$ cat src/rtl/pipe_stage_reg.sv
//------------------------------------------------------------------------------
// Module      : pipe_stage_reg
// Description : Inter-stage pipeline register for the 5-stage MIPS core.
//               Registers one instruction's fields with a valid bit.
//               Supports stall (hold) and flush (bubble) control.
//               Counts Tnew down towards zero, saturating at zero.
//               Produces a registered-state forwarding-ready flag.
// Optional    : `define PIPE_STAGE_CNT_EN adds out_entry_cnt, a wrapping
//               count of valid entries loaded.
// Ports       : clk, reset (sync, active-high), stall, flush,
//               in_valid/in_pc8/in_instr/in_data/in_a3/in_ctrl/in_tnew,
//               out_valid/out_pc8/out_instr/out_data/out_a3/out_ctrl/out_tnew,
//               out_fwd_rdy, [out_entry_cnt]
// Revision    : 1.0 - initial release
//------------------------------------------------------------------------------
`default_nettype none

module pipe_stage_reg #(
  parameter int DATA_W        = 32,
  parameter int CTRL_W        = 8,
  parameter int TNEW_W        = 2,
  parameter int TNEW_HOLD_DEC = 1,
  parameter int COUNT_W       = 32
) (
  input  logic              clk,
  input  logic              reset,
  input  logic              stall,
  input  logic              flush,
  input  logic              in_valid,
  input  logic [31:0]       in_pc8,
  input  logic [31:0]       in_instr,
  input  logic [DATA_W-1:0] in_data,
  input  logic [4:0]        in_a3,
  input  logic [CTRL_W-1:0] in_ctrl,
  input  logic [TNEW_W-1:0] in_tnew,
  output logic              out_valid,
  output logic [31:0]       out_pc8,
  output logic [31:0]       out_instr,
  output logic [DATA_W-1:0] out_data,
  output logic [4:0]        out_a3,
  output logic [CTRL_W-1:0] out_ctrl,
  output logic [TNEW_W-1:0] out_tnew,
`ifdef PIPE_STAGE_CNT_EN
  output logic [COUNT_W-1:0] out_entry_cnt,
`endif
  output logic              out_fwd_rdy
);

  // Saturating decrement: Tnew never wraps below zero.
  function automatic logic [TNEW_W-1:0] sat_dec(input logic [TNEW_W-1:0] x);
    return (x == '0) ? '0 : x - 1'b1;
  endfunction

  // Declaration initialisers give the reset values at power-on.
  logic              r_valid = 1'b0;
  logic [31:0]       r_pc8   = '0;
  logic [31:0]       r_instr = '0;
  logic [DATA_W-1:0] r_data  = '0;
  logic [4:0]        r_a3    = '0;
  logic [CTRL_W-1:0] r_ctrl  = '0;
  logic [TNEW_W-1:0] r_tnew  = '0;

  // A real load happens only on the plain load path with a valid input.
  logic w_load_valid;
  assign w_load_valid = !reset && !flush && !stall && in_valid;

  // Priority: reset > flush > stall > load. An invalid input on the load
  // path becomes a bubble, so a stale a3 can never look forwardable.
  always_ff @(posedge clk) begin
    if (reset || flush || (!stall && !in_valid)) begin
      r_valid <= 1'b0;
      r_pc8   <= '0;
      r_instr <= '0;
      r_data  <= '0;
      r_a3    <= '0;
      r_ctrl  <= '0;
      r_tnew  <= '0;
    end else if (stall) begin
      // Fields hold; only Tnew may keep ageing while the stage is frozen.
      if (TNEW_HOLD_DEC != 0) begin
        r_tnew <= sat_dec(r_tnew);
      end
    end else begin
      r_valid <= 1'b1;
      r_pc8   <= in_pc8;
      r_instr <= in_instr;
      r_data  <= in_data;
      r_a3    <= in_a3;
      r_ctrl  <= in_ctrl;
      // in_tnew was measured at the previous stage; one stage has now passed.
      r_tnew  <= sat_dec(in_tnew);
    end
  end

`ifdef PIPE_STAGE_CNT_EN
  logic [COUNT_W-1:0] r_entry_cnt = '0;

  always_ff @(posedge clk) begin
    if (reset) begin
      r_entry_cnt <= '0;
    end else if (w_load_valid) begin
      r_entry_cnt <= r_entry_cnt + 1'b1;
    end
  end

  assign out_entry_cnt = r_entry_cnt;
`else
  // Without the counter the load qualifier has no consumer.
  logic w_unused;
  assign w_unused = w_load_valid;
`endif

  assign out_valid   = r_valid;
  assign out_pc8     = r_pc8;
  assign out_instr   = r_instr;
  assign out_data    = r_data;
  assign out_a3      = r_a3;
  assign out_ctrl    = r_ctrl;
  assign out_tnew    = r_tnew;
  // $0 is never a forwarding source; result must also be ready now.
  assign out_fwd_rdy = r_valid && (r_a3 != 5'd0) && (r_tnew == '0);

endmodule

`default_nettype wire

$ cat config.mk
export PLATFORM = sky130hd
export DESIGN_NAME = pipe_stage_reg
export DESIGN_NICKNAME = d
export VERILOG_FILES = /design/src/rtl/pipe_stage_reg.sv
export SDC_FILE = /design/constraint.sdc
export NUM_CORES = 1
export LEC_CHECK = 0
export ABC_CLOCK_PERIOD_IN_PS = 1300
export CORE_MARGIN = 2
export CORE_UTILIZATION = 38
export CTS_BUF_LIST = sky130_fd_sc_hd__clkbuf_8
export DETAILED_ROUTE_END_ITERATION = 8
export PLACE_DENSITY_LB_ADDON = 0.15
export SYNTH_ARGS = -nofsm -noshare
export SYNTH_HDL_FRONTEND = slang
export SYNTH_SLANG_ARGS = --single-unit
$ cat constraint.sdc
create_clock -name clk -period 1.3 [get_ports clk]
set_input_delay 0.325 -clock clk [delete_from_list [all_inputs] [get_ports clk]]
set_output_delay 0.325 -clock clk [all_outputs]
set_load 0.01 [all_outputs]
==> summary by stage <==
Critical path
The maximum fanout count along the critical path is 2. The type of element capturing the critical path is an output pin. The critical path crosses 3 cells after its start point.

The worst register-to-register path begins at out_tnew[0]. The buffering stage count on the worst path with inverters included is 1. The cell family contributing the most delay on the critical path is simple AND/OR/NAND/NOR gates. The worst flop-to-flop path endpoint is out_tnew[0]. STA puts the critical path data required time at 0.98 ns. Walking the worst path, the cells encountered are or4_4 > o211a_1 > buf_2.

The largest single stage delay on the critical path is 0.52 ns. On the critical path, the stage with the largest delay is an instance of sky130_fd_sc_hd__or4_4. The critical path in this run is classified as reg2out. Data arrives at the worst endpoint at 1.56 ns. The number of cells on the worst reg-to-reg path is 3. STA classifies the critical path startpoint as a flop. The worst-case register-to-register setup slack is 0.43 ns.

Floorplanning
229 I/O pins were placed. In this run the vertical extent of the chip is 115 um. The core area is 12000 um2.

The initial cell density of the core is 38.9%. The die is 115 um wide. The die covers 13100 um2. The total number of placement rows is 40.

Place
Buffers placed on the I/O ports in this run total 228. The congestion estimate from routability-driven global placement came to 0.692. Once placement finished, the instance area stood at 7260 um2. Detailed placement ended at an HPWL of 9.01 mm.

Synthesis
The synthesized cell area is 4650 um2. The Yosys warning count is 0. The register bit total from synthesis is 112. The synthesized-area fraction occupied by adder cells is 0%. The synthesized netlist devotes 21.7% of its cell area to simple gates.

The instance count of the mapped netlist is 381. The number of nets produced by synthesis is 497. The number of library cell types mapped by synthesis is 19.

The dominant combinational cell family by area after synthesis is multiplexers. A synthesized cell averages 12.2 um2. The portion of synthesized area spent on multiplexers is 23.5%.

Summing the areas of all xor and xnor instances in the mapped netlist gives 0% of the synthesized area. For this run, the register share of the synthesized area comes to 48.2%. Summing the areas of all compound-gate instances in the mapped netlist gives 0.538% of the synthesized area.

Timing
Once routing completed, OpenROAD measured the worst setup slack at -0.584 ns. At the pin with the least slew margin, the transition time is 0.207 ns. In the finished design, the share of the clock period the worst path needs comes to 145%. The highest achievable clock rate is 531 MHz.

The count of final hold-check violations is 0. Setup violations remaining at the end of the flow were counted as 1. The worst hold slack after final layout is 0.298 ns. Setup repair after global routing could not meet its margin everywhere. Headroom to the max-slew limit came out at 85.8%.

The final worst clock skew is 0.000179 ns. The max-slew violation total from the final report is 0. For the finished layout, the period the worst path requires is 1.88 ns.

Clocking
The maximum root-to-sink buffer count is 2. The number of clock buffers added by TritonCTS is 9. TritonCTS built the clock tree. The maximum level of the CTS H-tree is 3. The CTS sink count is 112. The clock latency on the worst-skew pair is 0.36 ns. The root buffer cell chosen for the clock tree is sky130_fd_sc_hd__clkbuf_8. Clock-pin slew was measured on the worst setup and hold paths at 0.10 ns.

Cells and area
The share of layout cells above drive strength 1 is 48.2%. The footprint of the multi-input gates is 2140 um2. The number of antenna diodes in the final layout is 0. Registers take 2310 um2.

The post-route standard cell area excluding fillers is 7220 um2. The number of fill cells in the layout is 1058. The net count reported at finish is 730.

From synthesis to final layout, the design area changed by 55.3%.

Drt
The number of remaining DRC errors is 0. The detailed-routing iteration count for the pre-antenna-repair pass is 4. The detailed router finished its first iteration with 89 violations. The total vias in the final route is 3683. Dividing the detail-routed wire length by the instance count gives 15.8 um. The number of nets still failing antenna checks after routing is 0. Summed over all layers, the routed wires come to 12.1 mm. After detailed routing, the number of vias per cell comes to 4.81.

Global routing
The overall routing resource usage is 18.3%. In the global route stage, met2 resource usage came out at 30.8%. The fraction of met3 tracks used by global routing is 7.20%.

The pin count of the biggest net entering global routing is 38. The via count of the first global-routing pass came to 3806. The global-route wire length before repair is 19.2 mm. The initial antenna violation count is 0. Global routing consumed, on the met1 layer, 21.8% of the routing resources.

The global routing stage identified its most utilized layer as met2. For this run the aggregate overflow at the end of global routing stands at 0.

Power and ir drop
The static power due to leakage is 3.05 nW. The maximum resistive drop on vdd is 0.000503 V. For this design the ratio of total power to cell area is 948 nW/um2.

Run status
The final reports fail on negative setup slack. The flow ran to the end, but the final reports show violations.

Flow run
The number of maximum-capacitance constraint violations is 0.

Worst hold path
The capture endpoint of the worst hold path is out_tnew[0]. The instance count along the most critical hold path is 3. The startpoint of the tightest hold check path is stall.

The tightest min-delay check is of the in2reg type.
==> cell usage after synthesis <==
master | n | area, um2
sky130_fd_sc_hd__mux2i_1 | 109 | 1090
sky130_fd_sc_hd__o211a_1 | 1 | 10.0
sky130_fd_sc_hd__or3b_1 | 1 | 8.76
sky130_fd_sc_hd__nor2b_1 | 1 | 6.26
sky130_fd_sc_hd__nand3_1 | 1 | 5.00
sky130_fd_sc_hd__nor2_2 | 1 | 6.26
sky130_fd_sc_hd__nor3_2 | 80 | 801
sky130_fd_sc_hd__buf_4 | 15 | 113
sky130_fd_sc_hd__buf_1 | 3 | 11.3
sky130_fd_sc_hd__nor3_1 | 30 | 150
sky130_fd_sc_hd__nor2_1 | 1 | 3.75
sky130_fd_sc_hd__clkbuf_1 | 3 | 11.3
sky130_fd_sc_hd__buf_2 | 7 | 35.0
sky130_fd_sc_hd__nand3b_1 | 2 | 15.0
sky130_fd_sc_hd__a211oi_1 | 2 | 15.0
sky130_fd_sc_hd__or2_1 | 1 | 6.26
sky130_fd_sc_hd__or4_1 | 1 | 7.51
sky130_fd_sc_hd__buf_6 | 10 | 113
sky130_fd_sc_hd__dfxtp_1 | 112 | 2240
==> area by class of cell <==
class,instances,area share (%)
Clock inverter,5,0.693
Multi-Input combinational cell,231,29.6
Timing Repair Buffer,260,33.2
Tap cell,147,2.55
Clock buffer,10,1.91
Sequential cell,112,32.0
==> report_power, final <==
group          internal, mW  switching, mW  total, mW
combinational         0.698          0.514       1.21
sequential             3.53         0.0476       3.58
clock                 0.919           1.13       2.05
==> placed cells by master, fill, tap and decap left out, types with 10 or more instances in the layout <==
master and instances:
sky130_fd_sc_hd__clkdlybuf4s50_1 114, sky130_fd_sc_hd__mux2i_1 109, sky130_fd_sc_hd__nor3_2 80, sky130_fd_sc_hd__dfxtp_2 57, sky130_fd_sc_hd__dfxtp_1 55, sky130_fd_sc_hd__clkbuf_2 47, sky130_fd_sc_hd__clkdlybuf4s15_2 34, sky130_fd_sc_hd__nor3_1 30
sky130_fd_sc_hd__buf_2 25, sky130_fd_sc_hd__buf_4 15, sky130_fd_sc_hd__buf_12 14, sky130_fd_sc_hd__clkbuf_8 10, sky130_fd_sc_hd__buf_6 10
==> worst max path at each step <==
stage,start,end,slack [ns]
2_1_floorplan,out_a3[0],out_fwd_rdy,-0.10
3_3_place_gp,out_a3[0],out_fwd_rdy,-0.54
3_5_place_dp,out_a3[0],out_fwd_rdy,-0.54
4_1_cts,out_a3[0],out_fwd_rdy,-0.61
5_1_grt,out_a3[0],out_fwd_rdy,-0.64
6_report,out_a3[0],out_fwd_rdy,-0.58
==> metrics by stage <==
stage / instances / util [%] / setup WS, ns / TNS, ns / total power, mW
final: 765 / 60.4 / -0.584 / -0.584 / 6.84
after global routing: 765 / 60.4 / -0.641 / -0.680 / 7.15
after CTS: 765 / 62.7 / -0.613 / -0.708 / 6.94
after detailed placement: 750 / 60.7 / -0.537 / -26.01 / 4.93
after global placement: 750 / 60.7 / -0.536 / -23.97 / 4.91
after floorplan: 381 / - / -0.103 / -0.103 / 4.24
==> state kept, by name (all words and copies together) (netlist names) <==
register,count
out_data,32
out_a3,5
out_valid,1
out_tnew,2
out_ctrl,8
out_pc8,32
out_instr,32
==> worst min-delay path, stage by stage <==
cell                       delay (ns)
sky130_fd_sc_hd__buf_6           0.14
sky130_fd_sc_hd__nand3b_1        0.10
sky130_fd_sc_hd__a211oi_1        0.06
==> metal layers <==
metal	share of wire, %	wire, um
met5	0	0
met4	0.77	93
met3	10	1220
met2	47	5740
met1	42	5050
==> cells by family after synthesis <==
group | after synthesis
flip-flops | 112
AND/OR/NAND/NOR | 119
multiplexers | 109
buffers and inverters | 38
AO/OA/AOI/OAI | 3
==> repair_timing <==
item                                    CTS  global route
endpoints found under the setup margin  113           105
resized for setup                       320           119
hold buffers                              0             0
buffers inserted                          0             1
Note: power is estimated with default switching activity, not from simulation.
